### config.mk
export PLATFORM = sky130hd
export DESIGN_NAME = cim_tile_ctrl_flat
export DESIGN_NICKNAME = d
export VERILOG_FILES = /design/src/rtl/cim_tile_ctrl_if.sv /design/src/rtl/cim_tile_ctrl.sv /design/src/flat_wrapper.sv
export SDC_FILE = /design/constraint.sdc
export NUM_CORES = 2
export LEC_CHECK = 0
export CAP_MARGIN = 20
export CORE_MARGIN = 1
export CORE_UTILIZATION = 55
export CTS_CLUSTER_DIAMETER = 120
export DETAILED_ROUTE_END_ITERATION = 6
export GPL_ROUTABILITY_DRIVEN = 0
export PLACE_DENSITY = 0.77
export SYNTH_ARGS = -nofsm -noshare
export SYNTH_HDL_FRONTEND = slang
export SYNTH_SLANG_ARGS = --single-unit
### constraint.sdc
create_clock -name clk -period 37.2 [get_ports clk]
set_input_delay 7.44 -clock clk [delete_from_list [all_inputs] [get_ports clk]]
set_output_delay 7.44 -clock clk [all_outputs]
set_load 0.005 [all_outputs]
### src/rtl/cim_tile_ctrl_if.sv
// Bus bundle for the compute-in-memory tile controller.
// The master side is the host/ADC environment and the slave side is the tile.
interface cim_tile_ctrl_if #(
  parameter int DATA_SIZE      = 8,
  parameter int BUS_WIDTH      = 16,
  parameter int NUM_ADDR       = 16,
  parameter int NUM_COLS       = 32,
  parameter int ADC_WIDTH      = 8,
  parameter int OBUF_DATA_SIZE = ADC_WIDTH + DATA_SIZE + 1
);
  logic                            i_we;
  logic [$clog2(NUM_ADDR)-1:0]     i_addr;
  logic [BUS_WIDTH-1:0]            i_data;
  logic                            i_start;
  logic                            o_ready;
  logic [NUM_ADDR*BUS_WIDTH-1:0]   o_rd_buf;
  logic                            o_xbar_en;
  logic                            o_adc_req;
  logic [$clog2(NUM_COLS)-1:0]     o_adc_sel;
  logic                            i_adc_valid;
  logic [ADC_WIDTH-1:0]            i_adc_data;
  logic                            o_obuf_we;
  logic [$clog2(NUM_COLS)-1:0]     o_obuf_addr;
  logic [OBUF_DATA_SIZE-1:0]       o_obuf_data;
  logic                            o_err;

  modport master (
    output i_we, i_addr, i_data, i_start, i_adc_valid, i_adc_data,
    input  o_ready, o_rd_buf, o_xbar_en, o_adc_req, o_adc_sel,
           o_obuf_we, o_obuf_addr, o_obuf_data, o_err
  );

  modport slave (
    input  i_we, i_addr, i_data, i_start, i_adc_valid, i_adc_data,
    output o_ready, o_rd_buf, o_xbar_en, o_adc_req, o_adc_sel,
           o_obuf_we, o_obuf_addr, o_obuf_data, o_err
  );
endinterface

### src/rtl/cim_tile_ctrl.sv
// Compute-in-memory tile controller: holds the RD (wordline) buffer, settles the
// crossbar per input bit-plane, walks the ADC over every column accumulating a
// shift-and-add MAC, and streams the results to the output buffer after the last plane.
// Optional feature: define CIM_TILE_SIGNED_EN to treat the MSB plane as negative weight
// (two's-complement inputs); otherwise inputs are unsigned.
module cim_tile_ctrl #(
  parameter int DATA_SIZE      = 8,
  parameter int BUS_WIDTH      = 16,
  parameter int NUM_ADDR       = 16,
  parameter int NUM_COLS       = 32,
  parameter int ADC_WIDTH      = 8,
  parameter int OBUF_DATA_SIZE = ADC_WIDTH + DATA_SIZE + 1,
  parameter int SETTLE_CYCLES  = 4
) (
  input logic            clk,
  input logic            rst,
  cim_tile_ctrl_if.slave bus
);
  localparam int ADDR_W  = $clog2(NUM_ADDR);
  localparam int COL_W   = $clog2(NUM_COLS);
  localparam int PLANE_W = (DATA_SIZE > 1) ? $clog2(DATA_SIZE) : 1;
  localparam int SET_W   = $clog2(SETTLE_CYCLES + 1);

  typedef enum logic [1:0] {IDLE, SETTLE, CONVERT, WRITE} state_t;

  state_t                    state_q, state_d;
  logic [COL_W-1:0]          col_q, col_d;
  logic [PLANE_W-1:0]        plane_q, plane_d;
  logic [SET_W-1:0]          settle_q, settle_d;
  logic                      err_q, err_d;
  logic [BUS_WIDTH-1:0]      rdBuf_q [NUM_ADDR];
  logic [OBUF_DATA_SIZE-1:0] acc_q [NUM_COLS];
  logic                      rdWe;
  logic                      accWe;
  logic                      addrOk;
  logic                      lastCol;
  logic [OBUF_DATA_SIZE-1:0] adcExt;
  logic [OBUF_DATA_SIZE-1:0] accNext;

  assign addrOk  = ({1'b0, bus.i_addr} < (ADDR_W + 1)'(NUM_ADDR));
  assign lastCol = (col_q == COL_W'(NUM_COLS - 1));
  assign adcExt  = OBUF_DATA_SIZE'(bus.i_adc_data);

  // Plane 0 loads the first partial sum; later planes shift the running sum left and add.
  always_comb begin
    accNext = (acc_q[col_q] << 1) + adcExt;
    if (plane_q == '0) begin
`ifdef CIM_TILE_SIGNED_EN
      accNext = {OBUF_DATA_SIZE{1'b0}} - adcExt;
`else
      accNext = adcExt;
`endif
    end
  end

  // Next-state logic: sequencing of settle, column conversion and result write-out, plus sticky errors.
  always_comb begin
    state_d  = state_q;
    col_d    = col_q;
    plane_d  = plane_q;
    settle_d = settle_q;
    err_d    = err_q;
    rdWe     = 1'b0;
    accWe    = 1'b0;
    case (state_q)
      IDLE: begin
        rdWe = bus.i_we && addrOk;
        if (bus.i_start) begin
          state_d  = SETTLE;
          settle_d = '0;
        end
      end
      SETTLE: begin
        if (settle_q == SET_W'(SETTLE_CYCLES - 1)) begin
          state_d = CONVERT;
          col_d   = '0;
        end else begin
          settle_d = settle_q + SET_W'(1);
        end
      end
      CONVERT: begin
        if (bus.i_adc_valid) begin
          accWe = 1'b1;
          if (lastCol) begin
            col_d = '0;
            if (plane_q == PLANE_W'(DATA_SIZE - 1)) begin
              state_d = WRITE;
            end else begin
              plane_d = plane_q + PLANE_W'(1);
              state_d = IDLE;
            end
          end else begin
            col_d = col_q + COL_W'(1);
          end
        end
      end
      WRITE: begin
        if (lastCol) begin
          col_d   = '0;
          plane_d = '0;
          state_d = IDLE;
        end else begin
          col_d = col_q + COL_W'(1);
        end
      end
      default: state_d = IDLE;
    endcase
    if ((state_q != IDLE) && (bus.i_we || bus.i_start)) err_d = 1'b1;
    if ((state_q != CONVERT) && bus.i_adc_valid) err_d = 1'b1;
  end

  // Control state register; reset aborts any activation in flight.
  always_ff @(posedge clk or posedge rst) begin
    if (rst) begin
      state_q  <= IDLE;
      col_q    <= '0;
      plane_q  <= '0;
      settle_q <= '0;
      err_q    <= 1'b0;
    end else begin
      state_q  <= state_d;
      col_q    <= col_d;
      plane_q  <= plane_d;
      settle_q <= settle_d;
      err_q    <= err_d;
    end
  end

  // RD buffer storage, written only while the tile is idle.
  always_ff @(posedge clk or posedge rst) begin
    if (rst) begin
      for (int i = 0; i < NUM_ADDR; i++) rdBuf_q[i] <= '0;
    end else if (rdWe) begin
      rdBuf_q[bus.i_addr] <= bus.i_data;
    end
  end

  // Per-column accumulators, updated when the ADC returns a conversion.
  always_ff @(posedge clk or posedge rst) begin
    if (rst) begin
      for (int i = 0; i < NUM_COLS; i++) acc_q[i] <= '0;
    end else if (accWe) begin
      acc_q[col_q] <= accNext;
    end
  end

  // Outputs decode straight from registered state, so reset forces them immediately.
  always_comb begin
    bus.o_ready     = (state_q == IDLE);
    bus.o_xbar_en   = (state_q == SETTLE) || (state_q == CONVERT);
    bus.o_adc_req   = (state_q == CONVERT);
    bus.o_adc_sel   = (state_q == CONVERT) ? col_q : '0;
    bus.o_obuf_we   = (state_q == WRITE);
    bus.o_obuf_addr = (state_q == WRITE) ? col_q : '0;
    bus.o_obuf_data = (state_q == WRITE) ? acc_q[col_q] : '0;
    bus.o_err       = err_q;
  end

  // Flatten the RD buffer onto the wordline drive bus, word 0 in the low bits.
  always_comb begin
    bus.o_rd_buf = '0;
    for (int i = 0; i < NUM_ADDR; i++) bus.o_rd_buf[i*BUS_WIDTH +: BUS_WIDTH] = rdBuf_q[i];
  end
endmodule

### src/flat_wrapper.sv
// flat-port wrapper written by rule: the top's interface ports become plain ports
module cim_tile_ctrl_flat 
#(
  parameter int DATA_SIZE      = 8,
  parameter int BUS_WIDTH      = 16,
  parameter int NUM_ADDR       = 16,
  parameter int NUM_COLS       = 32,
  parameter int ADC_WIDTH      = 8,
  parameter int OBUF_DATA_SIZE = ADC_WIDTH + DATA_SIZE + 1,
  parameter int SETTLE_CYCLES  = 4
)
  (clk, rst, bus_i_we, bus_i_addr, bus_i_data, bus_i_start, bus_i_adc_valid, bus_i_adc_data, bus_o_ready, bus_o_rd_buf, bus_o_xbar_en, bus_o_adc_req, bus_o_adc_sel, bus_o_obuf_we, bus_o_obuf_addr, bus_o_obuf_data, bus_o_err);
  cim_tile_ctrl_if #(.DATA_SIZE(DATA_SIZE), .BUS_WIDTH(BUS_WIDTH), .NUM_ADDR(NUM_ADDR), .NUM_COLS(NUM_COLS), .ADC_WIDTH(ADC_WIDTH), .OBUF_DATA_SIZE(OBUF_DATA_SIZE)) bus_i ();
  input logic clk;
  input logic rst;
  input wire logic [$bits(bus_i.i_we)-1:0] bus_i_we;
  input wire logic [$bits(bus_i.i_addr)-1:0] bus_i_addr;
  input wire logic [$bits(bus_i.i_data)-1:0] bus_i_data;
  input wire logic [$bits(bus_i.i_start)-1:0] bus_i_start;
  input wire logic [$bits(bus_i.i_adc_valid)-1:0] bus_i_adc_valid;
  input wire logic [$bits(bus_i.i_adc_data)-1:0] bus_i_adc_data;
  output wire logic [$bits(bus_i.o_ready)-1:0] bus_o_ready;
  output wire logic [$bits(bus_i.o_rd_buf)-1:0] bus_o_rd_buf;
  output wire logic [$bits(bus_i.o_xbar_en)-1:0] bus_o_xbar_en;
  output wire logic [$bits(bus_i.o_adc_req)-1:0] bus_o_adc_req;
  output wire logic [$bits(bus_i.o_adc_sel)-1:0] bus_o_adc_sel;
  output wire logic [$bits(bus_i.o_obuf_we)-1:0] bus_o_obuf_we;
  output wire logic [$bits(bus_i.o_obuf_addr)-1:0] bus_o_obuf_addr;
  output wire logic [$bits(bus_i.o_obuf_data)-1:0] bus_o_obuf_data;
  output wire logic [$bits(bus_i.o_err)-1:0] bus_o_err;
  assign bus_i.i_we = bus_i_we;
  assign bus_i.i_addr = bus_i_addr;
  assign bus_i.i_data = bus_i_data;
  assign bus_i.i_start = bus_i_start;
  assign bus_i.i_adc_valid = bus_i_adc_valid;
  assign bus_i.i_adc_data = bus_i_adc_data;
  assign bus_o_ready = bus_i.o_ready;
  assign bus_o_rd_buf = bus_i.o_rd_buf;
  assign bus_o_xbar_en = bus_i.o_xbar_en;
  assign bus_o_adc_req = bus_i.o_adc_req;
  assign bus_o_adc_sel = bus_i.o_adc_sel;
  assign bus_o_obuf_we = bus_i.o_obuf_we;
  assign bus_o_obuf_addr = bus_i.o_obuf_addr;
  assign bus_o_obuf_data = bus_i.o_obuf_data;
  assign bus_o_err = bus_i.o_err;
  cim_tile_ctrl #(.DATA_SIZE(DATA_SIZE), .BUS_WIDTH(BUS_WIDTH), .NUM_ADDR(NUM_ADDR), .NUM_COLS(NUM_COLS), .ADC_WIDTH(ADC_WIDTH), .OBUF_DATA_SIZE(OBUF_DATA_SIZE), .SETTLE_CYCLES(SETTLE_CYCLES)) u_core (.clk(clk), .rst(rst), .bus(bus_i));
endmodule
==> results.md <==
* Status: completed
* CTS clk-pin slew, worst paths at around 0.070 ns
* GRT Total Usage at 33.8%
* Overflow after GRT at 0
* Critical path class: reg -> out
* Clk_lat worst skew at 0.63 ns
* Iter 0 DRT Violations at between 3,000 and 4,000
* Cell Area, Synth at approximately 36,000 um2
* Most frequent cells in the layout: 812 x dfrtp_1, 624 x nand2_1, 426 x o21ai_0
* Overall power at 2900 uW
* Skew final at 0.0269 ns
* Max-cap violation count at 0
* CP Data Required Time at ~30 ns
* Final net count at 3,483
* Critical Path Sink Type: output pin
* Post-synth EDFFs at 0
* First-pass iteration count of the detailed router at 6
* P_sw at 929 uW
* Commonest non-fill, non-tap cell in the layout: dfrtp_1
* Met1 usage at 42.3%
* Clk pwr share at 29.7%
* Pwr dens at just under 70 nW/um2
* Post-Route WL at 112,000 um
* Min-delay worst type: reg -> reg
* Final core occ at 66.4%
* Clock H-tree levels at 3
* Final ANT Viol Nets at 0
* CTS buffer count at 84
* Final period util at 32.3%
* Syn Inst Count at 3,197
* Combinational share of power at 31.1%
* Ys Warns at 0
* GR met2 Demand/Resource at 53.4%
* DP HPWL at 71,600 um
* # hold bufs at CTS at 0
* Final Hold Fails at 0
* Layout fillers at roughly 4,600
* Post-route minimum period at 12.02 ns
* Post-CTS Resized at 0
* Ports at 321
* Bufs on Longest Clock Path at 3
* Residual DRC count at 0
* Die area at 66,500 um2
* Post-synth top area cell: dfrtp_1
* Leakage at 0.0188 uW
* Area delta synth->final at 19.2%
* Gr busiest metal: met2
* Yosys reg bits at ~810
* Worst Path Arrival at 4.58 ns
* Core footprint at 64,600 um2
* CP max FO at 56
* Row count at 93
* RR Startpoint: u_core.col_q[3]
* Routed WL per cell at 25.7 um
* Initial antenna violation count at 2
* Die width at 258 um
* Reg2reg setup slack at 31.07 ns
* Synth unique cells at 61
* Switching Fraction at 32.0%
* Top_reg_cell synth: dfrtp_1
* Global-route wire length before repair at 172,000 um
* Sum of negative setup slack at 0 ns
* Post-synth top area share at 56.6%
* Sequential Power Share at 39.2%
* Post-CTS setup buffer count at 0
* Initial Util at 55.7%
* Vias in the first global route at 28,900
* FF-to-FF End: u_core.acc_q[489]
* CTS tree: done
* Max transition margin at 17.7%
* Peak VDD IR at around 0.050 mV
* Root Driver: clkbuf_16
* Seq/Total Area, Yosys at 56.6%
* Worst hold stages at 2
* Max Clk Rate at ~0.083 GHz
* Pin count of the biggest net entering global routing at 159
* Syn nets at 3,252
* Final setup violation count at 0
* DR vias/cell at 6.30
* Count of clock tree sinks at 814
* Async SR Flop Fraction at 100%
* Routed via count at about 27,000
* Hold endpoint: u_core.acc_q[206]
* Die H at 258 um
* Worst r2r path cells at 14
* Worst hold start: u_core.acc_q[206]
* CP Launch Type: flip-flop
* Port bufs at 320
* Avg Cell Area, Syn at 11.3 um2
* Layout cells sized above 1 at 18.6%
* Met3 Track Usage GR at 10.6%
* Worst-Margin Slew at 1.23 ns
* RSZ-0062 raised after global routing: false
* P_int at 1970 uW
* Top cells by area, synth: dfrtp_1 57%, mux2_2 10%, nand2_1 6.5%, o21ai_0 6.0%, mux4_2 4.6%
* Fin. max-slew vios at 0
-- routing by layer --
| layer | share of wire (%) | up-vias |
|---|---|---|
| met5 | 0 | - |
| met4 | 4.9 | 0 |
| met3 | 11 | 346 |
| met2 | 47 | 1551 |
| met1 | 37 | 13800 |
| li1 | - | 11700 |
-- flip-flops by register name (all words and copies together), names as in the netlist --
signal,count
u_core.settle_q,3
u_core.acc_q,544
u_core.bus.o_err,1
u_core.plane_q,3
u_core.col_q,5
u_core.state_q,2
u_core.bus.o_rd_buf,256
-- how the worst max path moves through the flow --
| stage | from | endpoint | slack, ns | depth (start not counted) |
|---|---|---|---|---|
| final | u_core.col_q[1] | bus_o_obuf_data[14] | 25.18 | 8 |
| after global routing | u_core.col_q[1] | bus_o_obuf_data[14] | 24.96 | 8 |
| after CTS | u_core.col_q[0] | bus_o_obuf_data[14] | 25.22 | 7 |
| after detailed placement | u_core.col_q[0] | bus_o_obuf_data[14] | 25.91 | 7 |
| after global placement | u_core.col_q[0] | bus_o_obuf_data[14] | 25.88 | 7 |
| after floorplan | rst | u_core.acc_q[0] | 6.90 | 1 |
-- power groups by stage --
stage                     clock network (uW)  logic, uW  registers (uW)
after floorplan                            0        434            1130
after global placement                     0        841            1130
after detailed placement                   0        865            1140
after CTS                                867        875            1140
after global routing                     903        957            1150
final                                    863        903            1140
-- kinds of logic after synthesis --
kind of cell | synth area share (%)
adders and majority gates | 0.786
buffers and inverters | 3.16
xor gates and xnor gates | 0.243
and+or+nand+nor | 10.9
DFF | 56.6
AOI/OAI and AO/OA | 10.1
muxes | 18.2
-- worst max-delay path, cell delays in order (launching register included) --
cell and delay (ns):
dfrtp_4 0.84, buf_4 0.87, mux2i_1 0.38, o22ai_1 0.12, nor4_1 0.42, and3_1 0.22, buf_4 0.46, nor2_1 0.10
clkdlybuf4s50_1 0.47
-- area by class of cell --
type | instances | area, um2 | share of cell area (%)
flip-flops and latches | 814 | 20400 | 47.5
multi-input cells | 2110 | 14600 | 34.0
repair buffers | 403 | 3980 | 9.28
clock buffers | 127 | 2510 | 5.84
well taps | 855 | 1070 | 2.49
clock inverters | 25 | 314 | 0.732
inverters | 15 | 63.8 | 0.149
diodes | 1 | 2.50 | 0.00583
-- synthesized netlist by cell type, drive strengths merged, types with 7 or more instances --
| master | instances |
|---|---|
| nand4 | 12 |
| o21ai | 460 |
| buf | 63 |
| clkbuf | 195 |
| inv | 15 |
| nor3 | 21 |
| mux2 | 321 |
| nand2 | 631 |
| nor2b | 9 |
| dfrtp | 814 |
| ha | 21 |
| mux2i | 128 |
| and3 | 7 |
| a221o | 15 |
| a22oi | 70 |
| nor4 | 16 |
| mux4 | 74 |
| nand3 | 70 |
| nor2 | 79 |
| a21oi | 19 |
| o22ai | 65 |
| or3 | 18 |
| and2 | 17 |
-- stage by stage --
step                area, um2  setup slack, ns  std cells  hold WS (ns)
floorplan               36000             6.90       3197         0.444
global placement        39800            25.88       4184         0.456
detailed placement      39900            25.91       4186         0.465
CTS                     42700            25.22       4338         0.478
global route            42900            24.96       4350         0.487
finish                  42900            25.18       4350         0.473
No activity file was read; power rests on OpenSTA's default activity.
